--- src/rtl/median_window_sequencer.sv ---
// Front-end controller for the chained median pipeline: issues one config token
// set per window, forwards BUFF_SIZE pixels, retires results and bounds windows in flight.
module median_window_sequencer #(
  parameter logic [10:0] BUFF_SIZE     = 11'd8,
  parameter int unsigned BUFF_SIZE_BIT = $clog2(BUFF_SIZE) + 1,
  parameter logic [9:0]  MEDIAN_POS    = 10'd4,
  parameter logic [7:0]  DEFAULT_PIVOT = 8'd127,
  parameter int unsigned MAX_INFLIGHT  = 4
) (
  input  logic                     clock,
  input  logic                     reset,
  input  logic [7:0]               in_px,
  output logic                     in_px_rd,
  input  logic                     in_px_empty,
  output logic [7:0]               out_px,
  output logic                     out_px_wr,
  input  logic                     out_px_full,
  output logic [7:0]               out_pivot,
  output logic                     out_pivot_wr,
  input  logic                     out_pivot_full,
  output logic [BUFF_SIZE_BIT-1:0] out_buff_size,
  output logic                     out_buff_size_wr,
  input  logic                     out_buff_size_full,
  output logic [BUFF_SIZE_BIT-1:0] out_median_pos,
  output logic                     out_median_pos_wr,
  input  logic                     out_median_pos_full,
  output logic [7:0]               out_second_median_value,
  output logic                     out_second_median_value_wr,
  input  logic                     out_second_median_value_full,
  input  logic [7:0]               in_median,
  output logic                     in_median_rd,
  input  logic                     in_median_empty,
  output logic [7:0]               out_median,
  output logic                     out_median_wr,
  input  logic                     out_median_full,
  output logic                     busy,
  output logic [3:0]               inflight,
  output logic [15:0]              windows_done
);

  typedef enum logic [1:0] {IDLE, CFG, STREAM} state_t;

  localparam logic [BUFF_SIZE_BIT-1:0] LAST_PX = BUFF_SIZE_BIT'(BUFF_SIZE - 11'd1);
  localparam logic [3:0]               MAX_INF = 4'(MAX_INFLIGHT);

  state_t                   r_state;
  state_t                   w_state_nxt;
  logic [BUFF_SIZE_BIT-1:0] r_px_cnt;
  logic [3:0]               r_inflight;
  logic [15:0]              r_windows_done;
  logic                     w_cfg_ok;
  logic                     w_cfg_fire;
  logic                     w_px_fire;
  logic                     w_ret_fire;

  assign out_pivot               = DEFAULT_PIVOT;
  assign out_buff_size           = BUFF_SIZE_BIT'(BUFF_SIZE);
  assign out_median_pos          = BUFF_SIZE_BIT'(MEDIAN_POS);
  assign out_second_median_value = DEFAULT_PIVOT;
  assign out_px                  = in_px;
  assign out_median              = in_median;

  // A token set is written only when every config FIFO can take its token.
  assign w_cfg_ok = ~(out_pivot_full | out_buff_size_full |
                      out_median_pos_full | out_second_median_value_full);

  assign out_pivot_wr               = w_cfg_fire;
  assign out_buff_size_wr           = w_cfg_fire;
  assign out_median_pos_wr          = w_cfg_fire;
  assign out_second_median_value_wr = w_cfg_fire;
  assign in_px_rd                   = w_px_fire;
  assign out_px_wr                  = w_px_fire;

  assign w_ret_fire    = ~in_median_empty & ~out_median_full;
  assign in_median_rd  = w_ret_fire;
  assign out_median_wr = w_ret_fire;

  assign busy         = (r_state != IDLE) || (r_inflight != '0);
  assign inflight     = r_inflight;
  assign windows_done = r_windows_done;

  always_comb begin
    w_state_nxt = r_state;
    w_cfg_fire  = 1'b0;
    w_px_fire   = 1'b0;
    case (r_state)
      IDLE: begin
        if (!in_px_empty && (r_inflight < MAX_INF)) w_state_nxt = CFG;
      end
      CFG: begin
        if (w_cfg_ok) begin
          w_cfg_fire  = 1'b1;
          w_state_nxt = STREAM;
        end
      end
      STREAM: begin
        w_px_fire = ~in_px_empty & ~out_px_full;
        if (w_px_fire && (r_px_cnt == LAST_PX)) w_state_nxt = IDLE;
      end
      default: w_state_nxt = IDLE;
    endcase
  end

  always_ff @(posedge clock or posedge reset) begin
    if (reset) begin
      r_state  <= IDLE;
      r_px_cnt <= '0;
    end else begin
      r_state <= w_state_nxt;
      if (w_cfg_fire)     r_px_cnt <= '0;
      else if (w_px_fire) r_px_cnt <= r_px_cnt + 1'b1;
    end
  end

  // Issue and retire in the same cycle cancel; a stray retire saturates at zero.
  always_ff @(posedge clock or posedge reset) begin
    if (reset) begin
      r_inflight     <= '0;
      r_windows_done <= '0;
    end else begin
      if (w_cfg_fire && !w_ret_fire)
        r_inflight <= r_inflight + 1'b1;
      else if (w_ret_fire && !w_cfg_fire && (r_inflight != '0))
        r_inflight <= r_inflight - 1'b1;
      if (w_ret_fire) r_windows_done <= r_windows_done + 1'b1;
    end
  end

endmodule

--- config.mk ---
export PLATFORM = sky130hd
export DESIGN_NAME = median_window_sequencer
export DESIGN_NICKNAME = d
export VERILOG_FILES = /design/src/rtl/median_window_sequencer.sv
export SDC_FILE = /design/constraint.sdc
export NUM_CORES = 1
export LEC_CHECK = 0
export ABC_AREA = 1
export ABC_CLOCK_PERIOD_IN_PS = 2000
export BUFFER_PORTS_ARGS = -buffer_cell sky130_fd_sc_hd__buf_2
export CAP_MARGIN = 20
export CELL_PAD_IN_SITES_DETAIL_PLACEMENT = 1
export CELL_PAD_IN_SITES_GLOBAL_PLACEMENT = 1
export CORE_MARGIN = 5
export CORE_UTILIZATION = 31
export DETAILED_ROUTE_END_ITERATION = 8
export PLACE_DENSITY = 0.83
export SYNTH_ARGS = -nofsm -noshare
export SYNTH_HDL_FRONTEND = slang
export SYNTH_SLANG_ARGS = --single-unit
export TNS_END_PERCENT = 30
--- constraint.sdc ---
create_clock -name clock -period 2 [get_ports clock]
set_input_delay 0.3 -clock clock [delete_from_list [all_inputs] [get_ports clock]]
set_output_delay 0.3 -clock clock [all_outputs]
set_load 0.03 [all_outputs]
==> metrics.md, run 1 <==
| Metric | Value |
|---|---|
| Internal | 0.00109 W |
| Status | finished, final reports clean |
| Data required, critical path | 2.17 ns |
| Vias in the first global route | 1387 |
| Proportion of register bits with asynchronous set or reset after synthesis | 100% |
| Beginning of the critical path | r_state[1] |
| Amount of wire on met2 after detailed routing | 1850 um |
| Clock-pin slew on the worst setup and hold paths | 0.09 ns |
| Detail Placement HPWL | 2990 um |
| Share of post-route cells with drive strength above 1 | 27.4% |
| Post-synthesis cell type count | 25 |
| Setup TNS after final layout | 0 ns |
| Total grt overflow | 0 |
| Drt via density | 4.23 |
| Maximum clock frequency | 559 MHz |
| Highest routing layer actually used | met4 |
| First-pass GRT wire length | 6320 um |
| Placeable core region | 0.00547 mm^2 |
| Share of synthesized area occupied by flip-flops and latches | 37.5% |
| Final setup viols | 0 |
| Unrepaired setup endpoints after global routing | false |
| Number of instances in the synthesized netlist | 204 |
| Syn_area_per_cell | 8.51 um^2 |
| Wl on met1 | 1440 um |
| Capturing element type of the critical path | register |
| Share of the clock period used by the worst path after layout | 89.4% |
| Number of cell instances on the worst register-to-register path | 13 |
| Weighted congestion at the end of routability-driven global placement | 0.807 |
| Number of warnings printed during yosys synthesis | 0 |
| Antenna violations before repair | 0 |
| Remaining design rule violation count | 0 |
| Setup slack after placement | 0.0368 ns |
| Count of routing violations after the opening detailed-route iteration | 9 |
| Number of max-cap violations | 0 |
| Start of the worst register-to-register path | r_state[1] |
| FP Rows | 27 |
| CTS tree | yes |
| Sw Share | 44.6% |
| Antenna violation net count after detailed routing | 0 |
| Hold bufs inserted after CTS | 0 |
| Mapped Area | 0.00174 mm^2 |
| H-tree levels | 1 |
| Die Span X | 84.8 um |
| Die height | 84.8 um |
| Total number of vias | 1261 |
| Clock root cell | sky130_fd_sc_hd__clkbuf_8 |
| Wirelength per Cell | 12.1 um |
| Diodes inserted | 0 |
| Total routed wirelength | 3610 um |
| Clock Power Share | 17.4% |
| CTS Buffer Depth | 2 |
| PD cells | 1060 mW/mm^2 |
| Minimum hold slack | 0.0772 ns |
| Number of search-and-repair iterations in the first detailed-routing pass | 4 |
| Number of fill cells in the layout | 710 |
| Sum of met3 wire segment lengths after detailed routing | 290 um |
| Starting density of the core | 31.7% |
| Share of total power in sequential cells | 41.7% |
| Area growth from synthesis to layout | 6.78% |
| Largest driver fanout on the critical path | 6 |
| Top FF cell, synth | sky130_fd_sc_hd__dfrtp_1 |
| Tmin final | 1.79 ns |
| Type of the worst min-delay path | in2async |
| Worst reg-to-reg setup slack | 0.21 ns |
| Maximum vdd drop | 0.000380 V |
| Combinational share of power | 40.9% |
| Setup Crit Path Kind | reg2reg |
| Clock network latency to the later pin of the worst-skew pair | 0.27 ns |
| Lkg Pwr | 1.02 nW |
| Number of clock sinks | 26 |
| Total of buffers placed on input and output ports | 38 |
| Num CTS Buffers | 3 |
| Endpoint of the worst-slack reg-to-reg timing path | inflight[3] |
| Number of nets in the finished design | 258 |
| Max-slew violation count | 0 |
| FF+latch count, synth | 26 |
| Design Power | 0.00197 W |
| Critical path data arrival time | 1.96 ns |
| Largest net degree at the start of global routing | 27 |
| Setup Skew | 0.00117 ns |
| Combined global-route utilization of all metal layers | 10.6% |
| Kind of start point of the critical path | register |
| Top-level port count | 95 |
| Power dissipated by switching net loads | 0.000877 W |
| Number of enable flip-flop cells after synthesis | 0 |
| Die ar. | 0.00719 mm^2 |
| Minimum setup slack in the final design | 0.212 ns |
| Hold violation count in the final report | 0 |
## per-layer routing
metal / vias to the layer above / global-route usage, %
met5: - / 0
met4: 0 / 2.73
met3: 2 / 2.72
met2: 37 / 19.5
met1: 619 / 12.3
li1: 603 / -
## synthesized netlist by cell type, types with 4 or more instances
cell / number / area [um^2]
sky130_fd_sc_hd__buf_4: 45 / 338
sky130_fd_sc_hd__nand2_1: 37 / 139
sky130_fd_sc_hd__dfrtp_1: 26 / 651
sky130_fd_sc_hd__inv_1: 17 / 63.8
sky130_fd_sc_hd__nor2_1: 15 / 56.3
sky130_fd_sc_hd__nand3_1: 14 / 70.1
sky130_fd_sc_hd__xor2_1: 10 / 87.6
sky130_fd_sc_hd__xnor2_1: 6 / 52.6
sky130_fd_sc_hd__inv_2: 5 / 18.8
sky130_fd_sc_hd__ha_1: 4 / 50.1
## through the flow
stage	area [um^2]	instances	util [%]
floorplan	1820	226	-
global placement	1780	294	32.6
detailed placement	1780	294	32.6
CTS	1840	298	33.6
global route	1850	298	33.9
finish	1850	298	33.9
## kinds of logic (layout without fill, tap and decap cells)
logic type / count (synthesis) / after routing / synth area share (%)
compound gates: 6 / 6 / 1.73
fa+ha+maj: 5 / 5 / 4.04
buf+inv: 67 / 67 / 24.2
simple gates: 82 / 82 / 24.0
xor+xnor: 16 / 16 / 8.07
other cells: 2 / 24 / 0.433
flops: 26 / 26 / 37.5
## critical path: stages (launching register included)
cell and delay, ns:
sky130_fd_sc_hd__dfrtp_1 0.42, sky130_fd_sc_hd__nor2_2 0.15, sky130_fd_sc_hd__nand3_2 0.09, sky130_fd_sc_hd__inv_2 0.11
sky130_fd_sc_hd__nand2_2 0.12, sky130_fd_sc_hd__ha_1 0.30, sky130_fd_sc_hd__nand3_1 0.08, sky130_fd_sc_hd__nand3_1 0.08
sky130_fd_sc_hd__inv_1 0.07, sky130_fd_sc_hd__nand2_1 0.07, sky130_fd_sc_hd__nand2_1 0.07, sky130_fd_sc_hd__nand2_1 0.05
sky130_fd_sc_hd__nand2_1 0.05, sky130_fd_sc_hd__inv_1 0.03
## power groups by stage
| stage | combinational, W | sequential [W] | clock (W) |
|---|---|---|---|
| after floorplan | 0.000530 | 0.000973 | 0 |
| after global placement | 0.000772 | 0.000819 | 0 |
| after detailed placement | 0.000808 | 0.000832 | 0 |
| after CTS | 0.000811 | 0.000821 | 0.000368 |
| after global routing | 0.000899 | 0.000849 | 0.000384 |
| final | 0.000804 | 0.000821 | 0.000342 |
## flip-flops by register name, indices dropped and copies added (netlist names)
register      count
r_state           2
r_px_cnt          4
windows_done     16
inflight          4
## final cells by class
cell class	instances	area [um^2]	share of cell area, %
timing repair buffer	41	213	11.5
inverter	22	82.6	4.46
clock buffer	4	55.1	2.97
multi-input combinational	133	762	41.1
sequential	26	651	35.1
tap	72	90.1	4.86
## how the worst max path moves through the flow
stage | cells after the start | end
after floorplan | 12 | inflight[3]
after global placement | 14 | inflight[3]
after detailed placement | 14 | inflight[3]
after CTS | 13 | inflight[3]
after global routing | 13 | inflight[3]
final | 13 | inflight[3]
## cell usage in the layout (no fill, tap or decap), types with 2 or more instances in the layout
cell	instances
sky130_fd_sc_hd__a21oi_1	3
sky130_fd_sc_hd__buf_2	38
sky130_fd_sc_hd__buf_4	3
sky130_fd_sc_hd__clkbuf_8	4
sky130_fd_sc_hd__conb_1	24
sky130_fd_sc_hd__dfrtp_1	26
sky130_fd_sc_hd__ha_1	3
sky130_fd_sc_hd__inv_1	17
sky130_fd_sc_hd__inv_2	5
sky130_fd_sc_hd__nand2_1	36
sky130_fd_sc_hd__nand2_2	3
sky130_fd_sc_hd__nand3_1	14
sky130_fd_sc_hd__nand4_1	3
sky130_fd_sc_hd__nor2_1	15
sky130_fd_sc_hd__nor2_4	3
sky130_fd_sc_hd__nor3_1	2
sky130_fd_sc_hd__o21ai_0	2
sky130_fd_sc_hd__xnor2_1	6
sky130_fd_sc_hd__xor2_1	10
## what timing repair did
action	4_1_cts	5_1_grt
setup endpoints to repair	0	1
buffers inserted	0	0
gates resized for setup	0	2
Note: power is estimated with default switching activity, not from simulation.
==> run 2: changes to the inputs <==
--- a/config.mk
+++ b/config.mk
@@ -11,10 +11,12 @@
 export CAP_MARGIN = 20
 export CELL_PAD_IN_SITES_DETAIL_PLACEMENT = 1
 export CELL_PAD_IN_SITES_GLOBAL_PLACEMENT = 1
+export CORE_ASPECT_RATIO = 0.75
 export CORE_MARGIN = 5
 export CORE_UTILIZATION = 31
 export DETAILED_ROUTE_END_ITERATION = 8
 export PLACE_DENSITY = 0.83
+export SKIP_CTS_REPAIR_TIMING = 1
 export SYNTH_ARGS = -nofsm -noshare
 export SYNTH_HDL_FRONTEND = slang
 export SYNTH_SLANG_ARGS = --single-unit
==> run 2 against run 1 <==
Compared with the run above:
- final cell count is 1.0% higher
- fmax down 2.4%
- clock skew increased by 0.0020 ns
- power decreased by 2.8%
- via count decreased by 3.7%
- flip-flop and latch count is the same
- setup slack worse by 0.045 ns
- critical path type unchanged
- largest cell class unchanged
- largest power group unchanged
==> metrics.md, run 2 (synthesized netlist as in run 1, its figures left out) <==
| Metric | Value |
|---|---|
| PD cells | 1040 mW/mm^2 |
| Capturing element type of the critical path | register |
| Number of clock sinks | 26 |
| Clock network latency to the later pin of the worst-skew pair | 0.26 ns |
| Total grt overflow | 0 |
| Critical path's most frequent cell | sky130_fd_sc_hd__nand2_1 |
| CTS tree | yes |
| Number of fill cells in the layout | 681 |
| Antenna violation net count after detailed routing | 0 |
| Clock-pin slew on the worst setup and hold paths | 0.09 ns |
| Combined global-route utilization of all metal layers | 10.2% |
| Starting density of the core | 32.2% |
| Worst reg-to-reg setup slack | 0.17 ns |
| Diodes inserted | 0 |
| Detail Placement HPWL | 2930 um |
| Start of the worst register-to-register path | r_state[1] |
| Total number of vias | 1214 |
| Count of routing violations after the opening detailed-route iteration | 36 |
| Number of search-and-repair iterations in the first detailed-routing pass | 4 |
| Top-level port count | 95 |
| Minimum hold slack | 0.0793 ns |
| Data required, critical path | 2.17 ns |
| Setup TNS after final layout | 0 ns |
| Largest driver fanout on the critical path | 6 |
| Die ar. | 0.00721 mm^2 |
| Num CTS Buffers | 3 |
| Area growth from synthesis to layout | 5.91% |
| Placeable core region | 0.00538 mm^2 |
| Maximum vdd drop | 0.000290 V |
| Status | finished, final reports clean |
| Cell Chain, Critical Path | nor2_2 -> nand3_2 -> inv_2 -> nand2_2 -> ha_1 -> nand3_1 -> nand3_1 -> inv_1 -> nand2_1 -> nand2_1 -> nand2_1 -> nand2_1 -> inv_1 |
| Remaining design rule violation count | 0 |
| Hold violation count in the final report | 0 |
| CTS Buffer Depth | 2 |
| Die height | 74.8 um |
| Most common library cell in the layout ignoring fill and taps | sky130_fd_sc_hd__buf_2 |
| Maximum clock frequency | 546 MHz |
| Setup Crit Path Kind | reg2reg |
| Lkg Pwr | 1.01 nW |
| Setup Skew | 0.00315 ns |
| Top library cells by usage in the layout, fill and taps aside | sky130_fd_sc_hd__buf_2, sky130_fd_sc_hd__nand2_1, sky130_fd_sc_hd__dfrtp_1 |
| H-tree levels | 1 |
| Share of post-route cells with drive strength above 1 | 27.0% |
| Flip-flop count of the largest register after layout | 16 |
| Max-slew violation count | 0 |
| First-pass GRT wire length | 5730 um |
| Number of nets in the finished design | 259 |
| Clock root cell | sky130_fd_sc_hd__clkbuf_8 |
| Drt via density | 4.03 |
| Number of max-cap violations | 0 |
| Final setup viols | 0 |
| Antenna violations before repair | 0 |
| Largest net degree at the start of global routing | 27 |
| Unrepaired setup endpoints after global routing | false |
| Number of cell instances on the worst register-to-register path | 13 |
| Weighted congestion at the end of routability-driven global placement | 0.732 |
| Tmin final | 1.83 ns |
| Die Span X | 96.4 um |
| Endpoint of the worst-slack reg-to-reg timing path | inflight[3] |
| Kind of start point of the critical path | register |
| Slowest stage cell on the critical path | sky130_fd_sc_hd__dfrtp_1 |
| Wirelength per Cell | 11.8 um |
| Type of the worst min-delay path | in2async |
| Vias in the first global route | 1206 |
| FP Rows | 23 |
| Critical path data arrival time | 2.00 ns |
| Maximum cell stage delay along the critical path | 0.41 ns |
| Share of the clock period used by the worst path after layout | 91.7% |
| Total routed wirelength | 3550 um |
| Total of buffers placed on input and output ports | 38 |
-- run 2: cell count changes in the layout (fill, tap and decap cells not counted), sizes merged --
cell    before  now
clkbuf       4    3
buf         41   42
-- run 2: through the flow --
stage	power (W)	utilization (%)	worst slack (ns)	cell area, um^2	instances
detailed placement	0.00164	33.2	0.0490	1790	297
CTS	0.00194	34.0	0.0656	1830	300
finish	0.00191	34.2	0.167	1840	301
floorplan	0.00150	-	0.0864	1820	226
global route	0.00207	34.2	0.00355	1840	301
global placement	0.00160	33.2	0.181	1790	297
-- run 2: final cells by class --
type                    instances  area [um^2]  area share, %
repair buffers                 42          220           12.0
well taps                      75         93.8           5.11
clock buffers                   3         41.3           2.25
inverters                      22         82.6           4.49
flip-flops and latches         26          651           35.4
multi-input cells             133          749           40.8
-- run 2: how the worst max path moves through the flow --
stage                                  start           to  slack [ns]  cells past startpoint
after floorplan                   r_state[1]  inflight[3]        0.09                     12
after global placement    out_buff_size_full  inflight[3]        0.18                     14
after detailed placement  out_buff_size_full  inflight[3]        0.05                     14
after CTS                         r_state[1]  inflight[3]        0.07                     13
after global routing              r_state[0]  inflight[3]       0.004                     14
final                             r_state[1]  inflight[3]        0.17                     13
-- run 2: where the power goes --
part,internal (W),switching [W],leakage (nW)
Combinational,0.000257,0.000549,0.672
Clock,0.000135,0.000154,0.0216
Sequential,0.000650,0.000165,0.320
-- run 2: critical path, delay by kind of cell, from the launching register on --
kind / cells / cell delay [ns]
fa+ha+maj: 1 / 0.34
flops: 1 / 0.41
simple gates: 9 / 0.76
buf+inv: 3 / 0.22
-- run 2: per-layer routing --
metal	part of all wire (%)	wire length (um)	GRT usage (%)	up-vias
met2	47	1660	16.3	32
li1	-	-	-	604
met3	6.6	233	2.30	8
met5	0	0	0	-
met4	1.4	51	4.20	0
met1	45	1610	13.6	570
==> run 3: changes to the inputs <==
--- a/config.mk
+++ b/config.mk
@@ -5,7 +5,6 @@
 export SDC_FILE = /design/constraint.sdc
 export NUM_CORES = 1
 export LEC_CHECK = 0
-export ABC_AREA = 1
 export ABC_CLOCK_PERIOD_IN_PS = 2000
 export BUFFER_PORTS_ARGS = -buffer_cell sky130_fd_sc_hd__buf_2
 export CAP_MARGIN = 20
@@ -15,7 +14,7 @@
 export CORE_MARGIN = 5
 export CORE_UTILIZATION = 31
 export DETAILED_ROUTE_END_ITERATION = 8
-export PLACE_DENSITY = 0.83
+export PLACE_DENSITY = 0.82
 export SKIP_CTS_REPAIR_TIMING = 1
 export SYNTH_ARGS = -nofsm -noshare
 export SYNTH_HDL_FRONTEND = slang
==> run 3 against run 2 <==
Compared with the run above:
- the run now ends with negative setup slack left
- flip-flop and latch count is the same
- wire length is essentially flat
- power grew 15%
- clock power grew 19%
- critical endpoint is now busy
- critical path depth shrank 10
- final area grew 3.3%
- global-route usage is essentially flat
- via count shrank 11%
- highest routed layer unchanged
- critical path type is now reg2out
- setup slack lost 0.18 ns
==> metrics.md, run 3 <==
| Metric | Value |
|---|---|
| Max-slew violation count | 0 |
| Number of fill cells in the layout | 585 |
| Number of nets in the finished design | 223 |
| Maximum cell stage delay along the critical path | 0.53 ns |
| Die height | 72.8 um |
| Internal | 0.00128 W |
| Tmin final | 2.01 ns |
| Top FF cell, synth | sky130_fd_sc_hd__dfrtp_1 |
| Diodes inserted | 0 |
| Start of the worst register-to-register path | r_state[1] |
| Mapped Area | 0.00163 mm^2 |
| Syn_area_per_cell | 10.6 um^2 |
| Share of Yosys cell area claimed by the top area cell type | 39.9% |
| Largest driver fanout on the critical path | 2 |
| Number of search-and-repair iterations in the first detailed-routing pass | 3 |
| Total number of vias | 1075 |
| Clock Power Share | 15.7% |
| Endpoint of the worst-slack reg-to-reg timing path | inflight[3] |
| CTS Buffer Depth | 2 |
| Area growth from synthesis to layout | 16.3% |
| Worst reg-to-reg setup slack | 0.18 ns |
| Largest net degree at the start of global routing | 27 |
| Highest routing layer actually used | met4 |
| Wl on met1 | 1500 um |
| FP Rows | 22 |
| Kind of start point of the critical path | register |
| Share of the clock period used by the worst path after layout | 100% |
| Top library cells by usage in the layout, fill and taps aside | sky130_fd_sc_hd__buf_2, sky130_fd_sc_hd__conb_1, sky130_fd_sc_hd__dfrtp_1 |
| Number of instances in the synthesized netlist | 154 |
| Die Span X | 93.8 um |
| Flip-flop count of the largest register after layout | 16 |
| Num CTS Buffers | 3 |
| Number of warnings printed during yosys synthesis | 0 |
| Data required, critical path | 1.70 ns |
| Weighted congestion at the end of routability-driven global placement | 0.846 |
| Cell types occupying the most area after synthesis | sky130_fd_sc_hd__dfrtp_1, sky130_fd_sc_hd__buf_4, sky130_fd_sc_hd__xnor2_1, sky130_fd_sc_hd__xor2_1, sky130_fd_sc_hd__ha_1 |
| Share of post-route cells with drive strength above 1 | 42.9% |
| Sum of met3 wire segment lengths after detailed routing | 182 um |
| Antenna violations before repair | 0 |
| Most frequent cell after synthesis | sky130_fd_sc_hd__buf_4 |
| Most common library cell in the layout ignoring fill and taps | sky130_fd_sc_hd__buf_2 |
| Post-synthesis cell type count | 33 |
| Lkg Pwr | 0.980 nW |
| Combinational share of power | 48.9% |
| Hold violation count in the final report | 0 |
| Slowest stage cell on the critical path | sky130_fd_sc_hd__or4_4 |
| Drt via density | 4.09 |
| Vias in the first global route | 1078 |
| Antenna violation net count after detailed routing | 0 |
| Maximum vdd drop | 0.000447 V |
| Remaining design rule violation count | 0 |
| Detail Placement HPWL | 2800 um |
| Critical path data arrival time | 1.71 ns |
| Wirelength per Cell | 13.5 um |
| Minimum setup slack in the final design | -0.00934 ns |
| First-pass GRT wire length | 5480 um |
| Capturing element type of the critical path | output port |
| Clock root cell | sky130_fd_sc_hd__clkbuf_8 |
| Number of enable flip-flop cells after synthesis | 0 |
| Combined global-route utilization of all metal layers | 10.2% |
| Total grt overflow | 0 |
| Number of clock sinks | 26 |
| Final setup viols | 1 |
| Post-Route Utilization | 38.1% |
| Setup Skew | 0.00712 ns |
| Setup slack after placement | -0.218 ns |
| FF+latch count, synth | 26 |
| Setup TNS after final layout | -0.00934 ns |
| Maximum clock frequency | 498 MHz |
| Count of routing violations after the opening detailed-route iteration | 29 |
| H-tree levels | 1 |
| Power dissipated by switching net loads | 0.000914 W |
| Cell type with the highest aggregate area in the netlist | sky130_fd_sc_hd__dfrtp_1 |
| Starting density of the core | 32.7% |
| Status | finished, violations left |
| CTS tree | yes |
| Cell Chain, Critical Path | or4_4 -> or3_4 -> buf_6 |
| Minimum hold slack | 0.0730 ns |
| Amount of wire on met2 after detailed routing | 1850 um |
| Setup Crit Path Kind | reg2out |
| Unrepaired setup endpoints after global routing | true |
| Clock-pin slew on the worst setup and hold paths | 0.10 ns |
| Sw Share | 41.7% |
| Share of synthesized area occupied by flip-flops and latches | 39.9% |
| Top-level port count | 95 |
| Beginning of the critical path | inflight[2] |
| Share of total power in sequential cells | 35.4% |
| Total routed wirelength | 3550 um |
| Die ar. | 0.00683 mm^2 |
| Number of cell instances on the worst register-to-register path | 8 |
| Placeable core region | 0.00498 mm^2 |
| Violated checks | negative setup slack |
| Type of the worst min-delay path | in2async |
| Total of buffers placed on input and output ports | 38 |
| PD cells | 1160 mW/mm^2 |
| Leading cell types by count after synthesis | sky130_fd_sc_hd__buf_4, sky130_fd_sc_hd__dfrtp_1, sky130_fd_sc_hd__xnor2_1 |
| Number of max-cap violations | 0 |
| Proportion of register bits with asynchronous set or reset after synthesis | 100% |
| Clock network latency to the later pin of the worst-skew pair | 0.27 ns |
run 3: cell count changes after synthesis, moves of 5 or more:
cell / before / now
sky130_fd_sc_hd__nand2_1: 37 / 7
sky130_fd_sc_hd__inv_1: 17 / 3
sky130_fd_sc_hd__nand3_1: 14 / 4
sky130_fd_sc_hd__xnor2_1: 6 / 13
sky130_fd_sc_hd__nor2_1: 15 / 9
sky130_fd_sc_hd__inv_2: 5 / 0
run 3: worst max path at each step:
stage,to
floorplan,inflight[3]
detailed placement,inflight[3]
global placement,inflight[3]
CTS,busy
global route,busy
finish,busy
run 3: logic make-up (layout without fill, tap and decap cells):
kind of cell / after synthesis / count (layout) / share of synthesized area (%)
simple gates: 41 / 41 / 16.0
flops: 26 / 26 / 39.9
fa+ha+maj: 5 / 5 / 4.29
other cells: 2 / 24 / 0.460
xor+xnor: 21 / 21 / 11.3
mux: 5 / 5 / 3.76
compound gates: 6 / 6 / 2.91
buf+inv: 48 / 63 / 21.4
run 3: final cells by class:
class / instances / area [um^2] / share of cell area (%)
multi-input combinational: 102 / 757 / 39.9
sequential: 26 / 653 / 34.4
timing repair buffer: 56 / 332 / 17.5
tap: 72 / 90.1 / 4.75
clock buffer: 4 / 55.1 / 2.90
inverter: 3 / 11.3 / 0.593
run 3: power by group through the flow:
stage	Clock, W	Combinational (W)	Sequential (W)
floorplan	0	0.000537	0.000992
global placement	0	0.000895	0.000802
detailed placement	0	0.000937	0.000801
CTS	0.000361	0.000938	0.000792
global route	0.000382	0.00117	0.000798
finish	0.000345	0.00107	0.000775
run 3: routing by layer:
metal  GRT usage, %  up-vias
li1               -      509
met1           13.0      534
met2           16.8       30
met3           3.30        2
met4           2.88        0
met5              0        -
run 3: worst max-delay path: cells and delay by family (launching register included):
kind	cells	cell delay, ns
DFF	1	0.42
and+or+nand+nor	2	0.87
buffers and inverters	1	0.14
run 3: metrics by stage:
stage | total power, W | instance area, um^2 | cells
finish | 0.00219 | 1900 | 263
CTS | 0.00209 | 1810 | 257
global route | 0.00235 | 1900 | 263
floorplan | 0.00153 | 1720 | 176
detailed placement | 0.00174 | 1750 | 253
global placement | 0.00170 | 1750 | 253
